File: src/rtl/bg_pic_writer.sv
// bg_pic_writer: background-picture download writer.
// Packs HPS ioctl bytes into 16-bit words, buffers them in a small FIFO and
// writes them to SDRAM over a req/ack handshake. Raises use_bg once a complete
// image is resident. Optional feature macro: BG_CHECKSUM_EN (running 16-bit
// sum of written words on the checksum port).
module bg_pic_writer #(
  parameter int unsigned ADDR_W    = 25,
  parameter logic [7:0]  INDEX     = 8'd2,
  parameter int unsigned DEPTH     = 4,
  parameter int unsigned IMG_BYTES = 614400
) (
  input  logic              clk_sys,
  input  logic              reset,
  input  logic              ioctl_download,
  input  logic [7:0]        ioctl_index,
  input  logic              ioctl_wr,
  input  logic [ADDR_W-1:0] ioctl_addr,
  input  logic [7:0]        ioctl_dout,
  output logic              ioctl_wait,
  input  logic              sdram_present,
  output logic              mem_req,
  output logic [ADDR_W-1:0] mem_addr,
  output logic [15:0]       mem_din,
  input  logic              mem_ack,
  output logic              use_bg,
  output logic [ADDR_W-1:0] byte_cnt,
  output logic [15:0]       checksum
);

  localparam int unsigned PTR_W = (DEPTH > 1) ? $clog2(DEPTH) : 1;
  localparam int unsigned CNT_W = PTR_W + 1;
  localparam logic [ADDR_W-1:0] IMG_LIM = ADDR_W'(IMG_BYTES);

  typedef struct packed {
    logic [ADDR_W-1:0] addr;
    logic [15:0]       data;
  } word_t;

  typedef enum logic {S_IDLE, S_REQ} state_t;

  state_t            state;
  word_t             fifo_mem [DEPTH];
  logic [PTR_W-1:0]  wr_ptr;
  logic [PTR_W-1:0]  rd_ptr;
  logic [CNT_W-1:0]  fifo_count;
  logic [CNT_W-1:0]  count_next;

  logic              sel;
  logic              sel_q;
  logic              sel_rise;
  logic              sel_fall;
  logic              accept;
  logic              half;
  logic              half_eff;
  logic [7:0]        lo;
  logic [ADDR_W-1:0] wa;
  logic              overflow;
  logic              pending;
  logic              done;

  logic              push;
  word_t             push_word;
  logic              fifo_full;
  logic              fifo_empty;
  logic              do_push;
  logic              pop;

  assign sel        = ioctl_download & (ioctl_index == INDEX);
  assign sel_rise   = sel & ~sel_q;
  assign sel_fall   = ~sel & sel_q;
  assign accept     = sel & ioctl_wr;
  assign half_eff   = half & ~sel_rise;
  assign fifo_full  = (fifo_count == CNT_W'(DEPTH));
  assign fifo_empty = (fifo_count == '0);
  assign pop        = (state == S_REQ) & mem_ack;
  assign do_push    = push & ~fifo_full;
  assign count_next = fifo_count + CNT_W'(do_push) - CNT_W'(pop);
  assign done       = pending & ~sel & ~sel_q & fifo_empty & (state == S_IDLE);

  // Word assembly: odd byte completes a pair, falling sel flushes a lone even byte
  always_comb begin
    push      = 1'b0;
    push_word = '0;
    if (accept && ioctl_addr[0]) begin
      push           = 1'b1;
      push_word.addr = half_eff ? wa : {ioctl_addr[ADDR_W-1:1], 1'b0};
      push_word.data = {ioctl_dout, (half_eff ? lo : 8'h00)};
    end else if (sel_fall && half) begin
      push           = 1'b1;
      push_word.addr = wa;
      push_word.data = {8'h00, lo};
    end
  end

  // Download tracking: half-word latch, byte count, overflow and completion
  always_ff @(posedge clk_sys) begin
    if (reset) begin
      sel_q    <= 1'b0;
      half     <= 1'b0;
      lo       <= '0;
      wa       <= '0;
      byte_cnt <= '0;
      overflow <= 1'b0;
      pending  <= 1'b0;
      use_bg   <= 1'b0;
    end else begin
      sel_q    <= sel;
      byte_cnt <= (sel_rise ? '0 : byte_cnt) + ADDR_W'(accept);
      overflow <= (sel_rise ? 1'b0 : overflow) | (push & fifo_full);
      if (accept) begin
        if (!ioctl_addr[0]) begin
          lo   <= ioctl_dout;
          wa   <= ioctl_addr;
          half <= 1'b1;
        end else begin
          half <= 1'b0;
        end
      end else if (sel_rise || sel_fall) begin
        half <= 1'b0;
      end
      if (sel_rise) begin
        pending <= 1'b1;
        use_bg  <= 1'b0;
      end else if (done) begin
        pending <= 1'b0;
        use_bg  <= sdram_present & ~overflow & (byte_cnt >= IMG_LIM);
      end
    end
  end

  // FIFO storage; a push on a full FIFO is dropped
  always_ff @(posedge clk_sys) begin
    if (do_push) begin
      fifo_mem[wr_ptr] <= push_word;
    end
  end

  // FIFO pointers, occupancy and stall request to the HPS
  always_ff @(posedge clk_sys) begin
    if (reset) begin
      wr_ptr     <= '0;
      rd_ptr     <= '0;
      fifo_count <= '0;
      ioctl_wait <= 1'b0;
    end else begin
      if (do_push) wr_ptr <= wr_ptr + PTR_W'(1);
      if (pop)     rd_ptr <= rd_ptr + PTR_W'(1);
      fifo_count <= count_next;
      ioctl_wait <= (count_next >= CNT_W'(DEPTH - 1));
    end
  end

  // SDRAM write FSM: load head word, hold request until acknowledged
  always_ff @(posedge clk_sys) begin
    if (reset) begin
      state    <= S_IDLE;
      mem_req  <= 1'b0;
      mem_addr <= '0;
      mem_din  <= '0;
    end else begin
      case (state)
        S_IDLE: begin
          if (!fifo_empty) begin
            mem_addr <= fifo_mem[rd_ptr].addr;
            mem_din  <= fifo_mem[rd_ptr].data;
            mem_req  <= 1'b1;
            state    <= S_REQ;
          end
        end
        S_REQ: begin
          if (mem_ack) begin
            mem_req <= 1'b0;
            state   <= S_IDLE;
          end
        end
        default: state <= S_IDLE;
      endcase
    end
  end

`ifdef BG_CHECKSUM_EN
  // Running sum of every word the controller has acknowledged
  always_ff @(posedge clk_sys) begin
    if (reset) begin
      checksum <= '0;
    end else begin
      checksum <= (sel_rise ? 16'h0000 : checksum) + (pop ? mem_din : 16'h0000);
    end
  end
`else
  assign checksum = 16'h0000;
`endif

endmodule

File: config.mk
export PLATFORM = sky130hd
export DESIGN_NAME = bg_pic_writer
export DESIGN_NICKNAME = d
export VERILOG_FILES = /design/src/rtl/bg_pic_writer.sv
export SDC_FILE = /design/constraint.sdc
export NUM_CORES = 1
export LEC_CHECK = 0
export BUFFER_PORTS_ARGS = -buffer_cell sky130_fd_sc_hd__buf_2
export CAP_MARGIN = 20
export CORE_ASPECT_RATIO = 1.1
export CORE_MARGIN = 5
export CORE_UTILIZATION = 40
export DETAILED_ROUTE_END_ITERATION = 6
export PLACE_DENSITY = 0.6
export SLEW_MARGIN = 10
export SYNTH_ARGS = -nofsm -noshare
export SYNTH_HDL_FRONTEND = slang
export SYNTH_SLANG_ARGS = --single-unit
File: constraint.sdc
create_clock -name clk_sys -period 3.6 [get_ports clk_sys]
set_clock_uncertainty 0.1 [all_clocks]
set_input_delay 0.72 -clock clk_sys [delete_from_list [all_inputs] [get_ports clk_sys]]
set_output_delay 0.72 -clock clk_sys [all_outputs]
set_load 0.01 [all_outputs]
==> out/metrics.yaml, run 1 <==
worst_setup_path:
  path_common_cell: "sky130_fd_sc_hd__inv_1"
  worstReg2RegStart: "fifo_count[1]$_SDFF_PP0_"
  rr_worst_depth: 13
  worstPathCellList: "buf_2 -> or4b_4 -> or4_4 -> a21oi_4 -> inv_1 -> ha_1 -> inv_1 -> ha_1 -> inv_1 -> fa_1 -> xor2_1 -> and2_1 -> nor3_1 -> a21o_1"
  r2r_setup_slack_ns: 1.12
  path_buf_inv: 4
  timing.setup.critical_path_class: "in -> reg"
  crit_required_ns: 3.98
  timing.critical_path.to_type: "flop"
  path_delay_family: "simple AND/OR/NAND/NOR gates"
  critical_path.reg2reg.endpoint: "ioctl_wait$_SDFF_PP0_"
  slowest_delay_ns: 0.57
  worst-endpoint-arrival_ns: 3.59
  cp_max_fo: 4
  worst_setup_start_kind: "input pin"
  cpMaxStageDelayCell: "sky130_fd_sc_hd__or4b_4"
placement:
  placed_area_um2: 12100
  detailedPlacementHpwl_um: 15200
  pre_cts_slack_ns: -0.159
  port-buffer-count: 114
  dpl.cell_count: 1261
  routabilityCongestion: 0.780
clock_network:
  ctsRootBufferMaster: "sky130_fd_sc_hd__clkbuf_16"
  post-cts-setup-buffers: 0
  tritoncts_num_sinks: 272
  ctsHtreeMaxLevel: 1
  ctsResizeCount: 0
  clk_pin_slew_ns: 0.06
  cts-hold-fix-buffers: 0
  numCtsBuffers: 29
  tritoncts: "yes"
  clk_path_buf_depth: 3
  clkLatencyLatePin_ns: 0.54
power_and_ir_drop:
  power_leakage_nw: 5.19
  p_sw_frac: 0.260
  power.share.clock: 0.382
  internal_power_mw: 5.55
  pwr-share-comb: 0.132
  power_per_cell_area_nw_per_um2: 578
  power.net_switching_mw: 1.95
  irDropWorstVdd_mv: 0.439
  sequentialPowerShare: 0.486
detailed_routing:
  drc: 0
  route.detailed.wl_per_inst_um: 18.1
  final_antenna_net_count: 0
  dr.pass1.iters: 5
  routed-via-count: 6707
  via_per_inst: 5.10
  routed_wl_um: 23800
  drt_first_iter_violations: 387
min_path:
  worst_hold_path.num_cells: 3
  worstHoldPathType: "in -> reg"
  hold_end: "lo[5]$_SDFFE_PP0P_"
  timing.hold.worst.start: "ioctl_dout[5]"
synth:
  post_synth.cell_area_avg_um2: 13.6
  synthTopCellsByArea: "sky130_fd_sc_hd__edfxtp_1, sky130_fd_sc_hd__dfxtp_1, sky130_fd_sc_hd__mux4_2"
  post-synth-top-count-cell: "sky130_fd_sc_hd__edfxtp_1"
  synth-main-ff-cell: "sky130_fd_sc_hd__edfxtp_1"
  synth_top_cell_by_area: "sky130_fd_sc_hd__edfxtp_1"
  ys_seq_area_frac: 0.647
  seq_cells_post_synth: 272
  post_synth_inst_count: 804
  synth.distinct_cells: 57
  proportion_of_synthesized_flip_flops_having_asynchronous_set_or_reset: 0
  synth.cell_area_um2: 10900
  synth_common_cells: "sky130_fd_sc_hd__edfxtp_1, sky130_fd_sc_hd__dfxtp_1, sky130_fd_sc_hd__nand2_1"
  synth_enable_flop_cells: 160
  post_synth_top_area_share: 0.441
  yosysWarningCount: 0
timing:
  maxSlewViolCount: 0
  final_critical_path_setup_slack_ns: 0.390
  finalSetupViolCount: 0
  fin_crit_sh: 0.892
  hold_viol: 0
  grt_setup_unrepaired: "false"
  finalWorstPathRequiredPeriod_ns: 3.21
  max_slew_margin: 0.389
  timing.fmax_mhz: 312
  worstMarginPinSlew_ns: 0.916
cells_and_area:
  finish.utilization: 0.483
  flow.area_growth_from_synthesis_pct: 19.2
  layout-drive-gt1-share: 0.264
  fin_area_um2: 13000
  fill_cells: 2409
  finish.cell_count_without_fillers: 1316
  finalNetCount: 993
die:
  die_area_um2: 30600
  pin_count: 132
  initial_standard_cell_utilization_of_the_core: 0.405
  die-width_um: 167
  rows: 63
  floorplan.core_area_um2: 26900
  die_height_um: 183
grt:
  number_of_global_route_vias_before_repair: 6883
  gr-usage-all-layers: 0.153
  global_route_wire_length_before_repair_um: 38100
  largest_net_degree_at_the_start_of_global_routing: 63
  initial_antenna_violation_count: 0
  gr_overflow_total: 0
run_status:
  outcome: "complete, no violations"
flow_run:
  maxCapViolations: 0
-- layout by cell type, fill, tap and decap left out, types with 7 or more instances in the layout --
master,synthesis,routed
sky130_fd_sc_hd__a21oi_1,51,50
sky130_fd_sc_hd__a32o_1,24,24
sky130_fd_sc_hd__and2_1,15,11
sky130_fd_sc_hd__and3_1,14,14
sky130_fd_sc_hd__buf_12,0,9
sky130_fd_sc_hd__buf_2,7,113
sky130_fd_sc_hd__buf_4,17,26
sky130_fd_sc_hd__clkbuf_1,30,8
sky130_fd_sc_hd__clkbuf_16,0,29
sky130_fd_sc_hd__conb_1,1,17
sky130_fd_sc_hd__dfxtp_1,112,110
sky130_fd_sc_hd__edfxtp_1,160,160
sky130_fd_sc_hd__ha_1,10,10
sky130_fd_sc_hd__inv_1,15,15
sky130_fd_sc_hd__mux2i_1,33,33
sky130_fd_sc_hd__mux4_2,40,40
sky130_fd_sc_hd__nand2_1,98,98
sky130_fd_sc_hd__nand3_1,7,7
sky130_fd_sc_hd__nand4_1,8,8
sky130_fd_sc_hd__nor2_1,57,56
sky130_fd_sc_hd__nor2b_1,8,8
sky130_fd_sc_hd__nor4_1,8,7
sky130_fd_sc_hd__xnor2_1,7,7
sky130_fd_sc_hd__xor2_1,8,8
-- flip-flops by register name, indices dropped and copies added (netlist names), 2 cells and up --
signal	count
lo	8
rd_ptr	2
mem_din	16
fifo_mem	160
byte_cnt	25
wa	24
fifo_count	3
wr_ptr	2
mem_addr	24
-- cells by family after synthesis --
logic type	count (synthesis)	synth area share
DFF	272	0.647
and+or+nand+nor	248	0.110
AOI/OAI and AO/OA	101	0.0641
buffers and inverters	80	0.0363
muxes	76	0.117
xor gates and xnor gates	15	0.0121
adders and majority gates	11	0.0133
other	1	0.000344
-- worst register-to-register path: stages (launching register included) --
cell,delay (ns)
sky130_fd_sc_hd__dfxtp_1,0.44
sky130_fd_sc_hd__nor3b_1,0.08
sky130_fd_sc_hd__buf_4,0.17
sky130_fd_sc_hd__a21oi_4,0.12
sky130_fd_sc_hd__inv_1,0.05
sky130_fd_sc_hd__ha_1,0.28
sky130_fd_sc_hd__inv_1,0.05
sky130_fd_sc_hd__ha_1,0.13
sky130_fd_sc_hd__inv_1,0.05
sky130_fd_sc_hd__fa_1,0.36
sky130_fd_sc_hd__xor2_1,0.16
sky130_fd_sc_hd__and2_1,0.16
sky130_fd_sc_hd__nor3_1,0.17
sky130_fd_sc_hd__a21o_1,0.11
-- stage by stage --
step | TNS [ns] | total power, mW | hold WS (ns)
2_1_floorplan | 0 | 4.29 | 0.336
3_3_place_gp | -0.185 | 4.72 | 0.339
3_5_place_dp | -0.252 | 4.74 | 0.345
4_1_cts | 0 | 7.62 | 0.309
5_1_grt | 0 | 7.89 | 0.332
6_report | 0 | 7.51 | 0.327
-- routing by layer --
metal	track usage	part of all wire	vias to the layer above	wire length (µm)
li1	-	-	3220	-
met1	0.203	0.44	3292	10400
met2	0.267	0.50	164	11900
met3	0.0261	0.048	31	1140
met4	0.0341	0.018	0	424
met5	0	0	-	0
-- cell type report --
class / count / area (µm²) / share of cell area
antenna: 1 / 2.50 / 0.000193
clock buffer: 41 / 811 / 0.0624
clock inverter: 13 / 121 / 0.00935
inverter: 16 / 60.1 / 0.00462
multi-input combinational: 468 / 3550 / 0.274
sequential: 272 / 7050 / 0.543
tap: 357 / 447 / 0.0344
timing repair buffer: 148 / 941 / 0.0725
-- power by group through the flow --
stage	clock [mW]	combinational, mW	sequential, mW
after CTS	2.95	1.02	3.66
after global placement	0	1.01	3.72
after detailed placement	0	1.01	3.72
final	2.87	0.989	3.65
after global routing	3.10	1.10	3.69
after floorplan	0	0.565	3.73
-- worst max path at each step --
stage,start,to,slack (ns),cells past startpoint
2_1_floorplan,ioctl_index[4],ioctl_wait$_SDFF_PP0_,0.01,13
3_3_place_gp,ioctl_index[4],ioctl_wait$_SDFF_PP0_,-0.13,14
3_5_place_dp,ioctl_index[4],ioctl_wait$_SDFF_PP0_,-0.16,14
4_1_cts,ioctl_index[4],ioctl_wait$_SDFF_PP0_,0.39,14
5_1_grt,ioctl_index[4],ioctl_wait$_SDFF_PP0_,0.21,14
6_report,ioctl_index[4],ioctl_wait$_SDFF_PP0_,0.39,14
Power figures use the tool's default switching activity.
==> run 2: changes to the inputs <==
ABC_AREA = 1   (was default)
PLACE_DENSITY = 0.59   (was 0.6)
==> run 2 against run 1 <==
Effect of this change:
- utilization decreased by 0.96 points
- first-iteration DRC count increased by 44%
- fmax increased by 21%
- clock-buffer cell count unchanged
- largest power group unchanged
==> out/metrics.yaml, run 2 <==
cells_and_area:
  seqCellArea_um2: 7050  # about the same
  layout-drive-gt1-share: 0.172  # was 0.264
  top_library_cells_by_usage_in_the_layout_fill_and_taps_aside: "sky130_fd_sc_hd__nor2_1, sky130_fd_sc_hd__edfxtp_1, sky130_fd_sc_hd__nand2_1"  # was sky130_fd_sc_hd__edfxtp_1, sky130_fd_sc_hd__buf_2, sky130_fd_sc_hd__dfxtp_1
  largest_reg_flops: 160  # unchanged
  fill_cells: 2686  # was 2409
  regs_by_ff_count: "fifo_mem x160, byte_cnt x25"  # unchanged
  top_register: "fifo_mem"  # unchanged
  flow.area_growth_from_synthesis_pct: 16.4  # was 19.2%
  finalNetCount: 1423  # was 993
  multi_input_area_um2: 3880  # was 3550 µm²
  fin_area_um2: 13700  # was 13000 µm²
  layout_commonest_cell: "sky130_fd_sc_hd__nor2_1"  # was sky130_fd_sc_hd__edfxtp_1
grt:
  global_route_wire_length_before_repair_um: 44000  # was 38100 µm
  gr-usage-all-layers: 0.164  # was 0.153
  largest_net_degree_at_the_start_of_global_routing: 82  # was 63
  gr_overflow_total: 0  # unchanged
  initial_antenna_violation_count: 5  # was 0
  number_of_global_route_vias_before_repair: 8207  # was 6883
worst_setup_path:
  worstPathCellList: "buf_2 -> or2_1 -> nor2_4 -> nand2_4 -> ha_1 -> nand2_1 -> nand2_4 -> nand2_2 -> ha_1 -> inv_1 -> ha_1 -> inv_1 -> fa_1 -> nor2_1 -> nand2_1 -> o21ai_0"  # was buf_2 -> or4b_4 -> or4_4 -> a21oi_4 -> inv_1 -> ha_1 -> inv_1 -> ha_1 -> inv_1 -> fa_1 -> xor2_1 -> and2_1 -> nor3_1 -> a21o_1
  worst_setup_start_kind: "input pin"  # unchanged
  path_common_cell: "sky130_fd_sc_hd__ha_1"  # was sky130_fd_sc_hd__inv_1
  r2r_setup_slack_ns: 1.21  # was 1.12 ns
  worstReg2RegStart: "sel_q$_SDFF_PP0_"  # was fifo_count[1]$_SDFF_PP0_
  cp_max_fo: 8  # was 4
  path_delay_family: "adder cells"  # was simple AND/OR/NAND/NOR gates
  timing.setup.critical_path_class: "in -> reg"  # unchanged
  worst-endpoint-arrival_ns: 2.95  # was 3.59 ns
  slowest_delay_ns: 0.48  # was 0.57 ns
  critical_path.reg2reg.endpoint: "byte_cnt[10]$_SDFF_PP0_"  # was ioctl_wait$_SDFF_PP0_
  rr_worst_depth: 12  # was 13
  crit_required_ns: 3.90  # was 3.98 ns
  path_buf_inv: 3  # was 4
  cpMaxStageDelayCell: "sky130_fd_sc_hd__fa_1"  # was sky130_fd_sc_hd__or4b_4
  timing.critical_path.to_type: "flop"  # unchanged
power_and_ir_drop:
  irDropWorstVdd_mv: 0.311  # was 0.439 mV
  power_leakage_nw: 5.55  # was 5.19 nW
  p_total_mw: 8.09  # was 7.51 mW
  power_per_cell_area_nw_per_um2: 592  # was 578 nW/µm²
die:
  die-width_um: 173  # was 167 µm
  floorplan.core_area_um2: 28900  # was 26900 µm²
  initial_standard_cell_utilization_of_the_core: 0.407  # was 0.405
  rows: 65  # was 63
  die_height_um: 190  # was 183 µm
  pin_count: 132  # unchanged
  die_area_um2: 32900  # was 30600 µm²
timing:
  max_slew_margin: 0.369  # was 0.389
  finalWorstPathRequiredPeriod_ns: 2.66  # was 3.21 ns
  maxSlewViolCount: 0  # unchanged
  finalSetupViolCount: 0  # unchanged
  worstMarginPinSlew_ns: 0.946  # was 0.916 ns
  grt_setup_unrepaired: "false"  # unchanged
  fin_crit_sh: 0.738  # was 0.892
  timing.fmax_mhz: 376  # was 312 MHz
  hold_viol: 0  # unchanged
detailed_routing:
  drt_first_iter_violations: 559  # was 387
  via_per_inst: 4.92  # was 5.10
  routed_wl_um: 27800  # was 23800 µm
  routed-via-count: 8641  # was 6707
  final_antenna_net_count: 0  # unchanged
  dr.pass1.iters: 5  # unchanged
  drc: 0  # unchanged
  route.detailed.wl_per_inst_um: 15.8  # was 18.1 µm
min_path:
  timing.hold.worst.start: "ioctl_addr[1]"  # was ioctl_dout[5]
  hold_end: "wa[1]$_SDFFE_PP0P_"  # was lo[5]$_SDFFE_PP0P_
  worstHoldPathType: "in -> reg"  # unchanged
  worst_hold_path.num_cells: 3  # unchanged
synth:
  ys_seq_area_frac: 0.600  # was 0.647
  synth.distinct_cells: 44  # was 57
  seq_cells_post_synth: 272  # unchanged
  synth-main-ff-cell: "sky130_fd_sc_hd__edfxtp_1"  # unchanged
  post-synth-top-count-cell: "sky130_fd_sc_hd__nor2_1"  # was sky130_fd_sc_hd__edfxtp_1
  proportion_of_synthesized_flip_flops_having_asynchronous_set_or_reset: 0  # unchanged
  synth_enable_flop_cells: 160  # unchanged
  post_synth.cell_area_avg_um2: 9.24  # was 13.6 µm²
  synth_top_cell_by_area: "sky130_fd_sc_hd__edfxtp_1"  # unchanged
  post_synth_top_area_share: 0.409  # was 0.441
  post_synth_inst_count: 1271  # was 804
  synth.cell_area_um2: 11700  # was 10900 µm²
  synth_common_cells: "sky130_fd_sc_hd__nor2_1, sky130_fd_sc_hd__edfxtp_1, sky130_fd_sc_hd__nand2_1"  # was sky130_fd_sc_hd__edfxtp_1, sky130_fd_sc_hd__dfxtp_1, sky130_fd_sc_hd__nand2_1
  synthTopCellsByArea: "sky130_fd_sc_hd__edfxtp_1, sky130_fd_sc_hd__dfxtp_1, sky130_fd_sc_hd__nor2_1"  # was sky130_fd_sc_hd__edfxtp_1, sky130_fd_sc_hd__dfxtp_1, sky130_fd_sc_hd__mux4_2
  yosysWarningCount: 0  # unchanged
placement:
  detailedPlacementHpwl_um: 17200  # was 15200 µm
  placed_area_um2: 12700  # was 12100 µm²
  port-buffer-count: 114  # unchanged
  routabilityCongestion: 0.813  # was 0.780
clock_network:
  numCtsBuffers: 28  # was 29
  tritoncts: "yes"  # unchanged
  ctsResizeCount: 0  # unchanged
  tritoncts_num_sinks: 272  # unchanged
  post-cts-setup-buffers: 0  # unchanged
  cts-hold-fix-buffers: 0  # unchanged
  clk_pin_slew_ns: 0.06  # about the same
  ctsRootBufferMaster: "sky130_fd_sc_hd__clkbuf_16"  # unchanged
  ctsHtreeMaxLevel: 1  # unchanged
  clkLatencyLatePin_ns: 0.54  # about the same
  clk_path_buf_depth: 3  # unchanged
run_status:
  outcome: "complete, no violations"  # unchanged
flow_run:
  maxCapViolations: 0  # unchanged
run 2: changes by cell type after synthesis, sizes merged, moves of 34 or more:
cell   change
a31oi     +36
inv      +110
mux2i     -34
mux4      -40
nand2     +65
nand3     +41
nor2     +212
o21ai    +178
run 2: cells by family after synthesis:
family	count (synthesis)	share of synthesized area
flops	272	0.600
fa+ha+maj	11	0.0124
compound gates	272	0.125
xor+xnor	5	0.00373
simple gates	498	0.181
buf+inv	212	0.0775
other cells	1	0.000319
run 2: worst max path at each step:
stage,startpoint,to,slack [ns],cells after the start
after global placement,ioctl_index[3],ioctl_wait$_SDFF_PP0_,0.42,16
final,ioctl_index[3],ioctl_wait$_SDFF_PP0_,0.94,16
after detailed placement,ioctl_index[3],ioctl_wait$_SDFF_PP0_,0.36,16
after CTS,ioctl_index[3],ioctl_wait$_SDFF_PP0_,0.94,16
after global routing,ioctl_index[5],ioctl_wait$_SDFF_PP0_,0.73,17
after floorplan,ioctl_index[3],fifo_mem[0][0]$_DFFE_PP_,-0.23,7
run 2: metrics by stage:
stage | instances | utilization | worst slack, ns | hold slack (ns) | setup TNS (ns)
3_5_place_dp | 1703 | 0.439 | 0.360 | 0.353 | 0
6_report | 1757 | 0.473 | 0.943 | 0.333 | 0
4_1_cts | 1755 | 0.473 | 0.941 | 0.310 | 0
3_3_place_gp | 1703 | 0.439 | 0.417 | 0.347 | 0
5_1_grt | 1755 | 0.473 | 0.733 | 0.336 | 0
2_1_floorplan | 1287 | - | -0.235 | 0.327 | -37.58
run 2: routing by layer:
metal  vias up  global-route usage  share of wire
met1      4008               0.217           0.45
met3        41              0.0356          0.060
li1       4390                   -              -
met2       194               0.279           0.47
met4         8              0.0368          0.018
met5         -                   0         0.0020
run 2: worst reg2reg max path: stages, from the launching register on:
cell,delay [ns]
sky130_fd_sc_hd__dfxtp_1,0.37
sky130_fd_sc_hd__inv_1,0.06
sky130_fd_sc_hd__ha_1,0.24
sky130_fd_sc_hd__nor2_1,0.13
sky130_fd_sc_hd__ha_1,0.23
sky130_fd_sc_hd__ha_1,0.21
sky130_fd_sc_hd__nand2_1,0.10
sky130_fd_sc_hd__nor2_4,0.19
sky130_fd_sc_hd__nand2_2,0.12
sky130_fd_sc_hd__nor2_2,0.23
sky130_fd_sc_hd__nand2_1,0.11
sky130_fd_sc_hd__o21ai_0,0.15
sky130_fd_sc_hd__a21oi_1,0.05
run 2: layout make-up:
type | count | area share
Tap cell | 368 | 0.0337
Timing Repair Buffer | 133 | 0.0577
Antenna cell | 2 | 0.000366
Clock buffer | 41 | 0.0600
Clock inverter | 11 | 0.0131
Sequential cell | 272 | 0.516
Multi-Input combinational cell | 803 | 0.284
Inverter | 127 | 0.0354
run 2: report_power, final:
part           internal, mW  switching (mW)
sequential             3.52           0.174
combinational         0.462           0.833
clock                  1.93            1.17
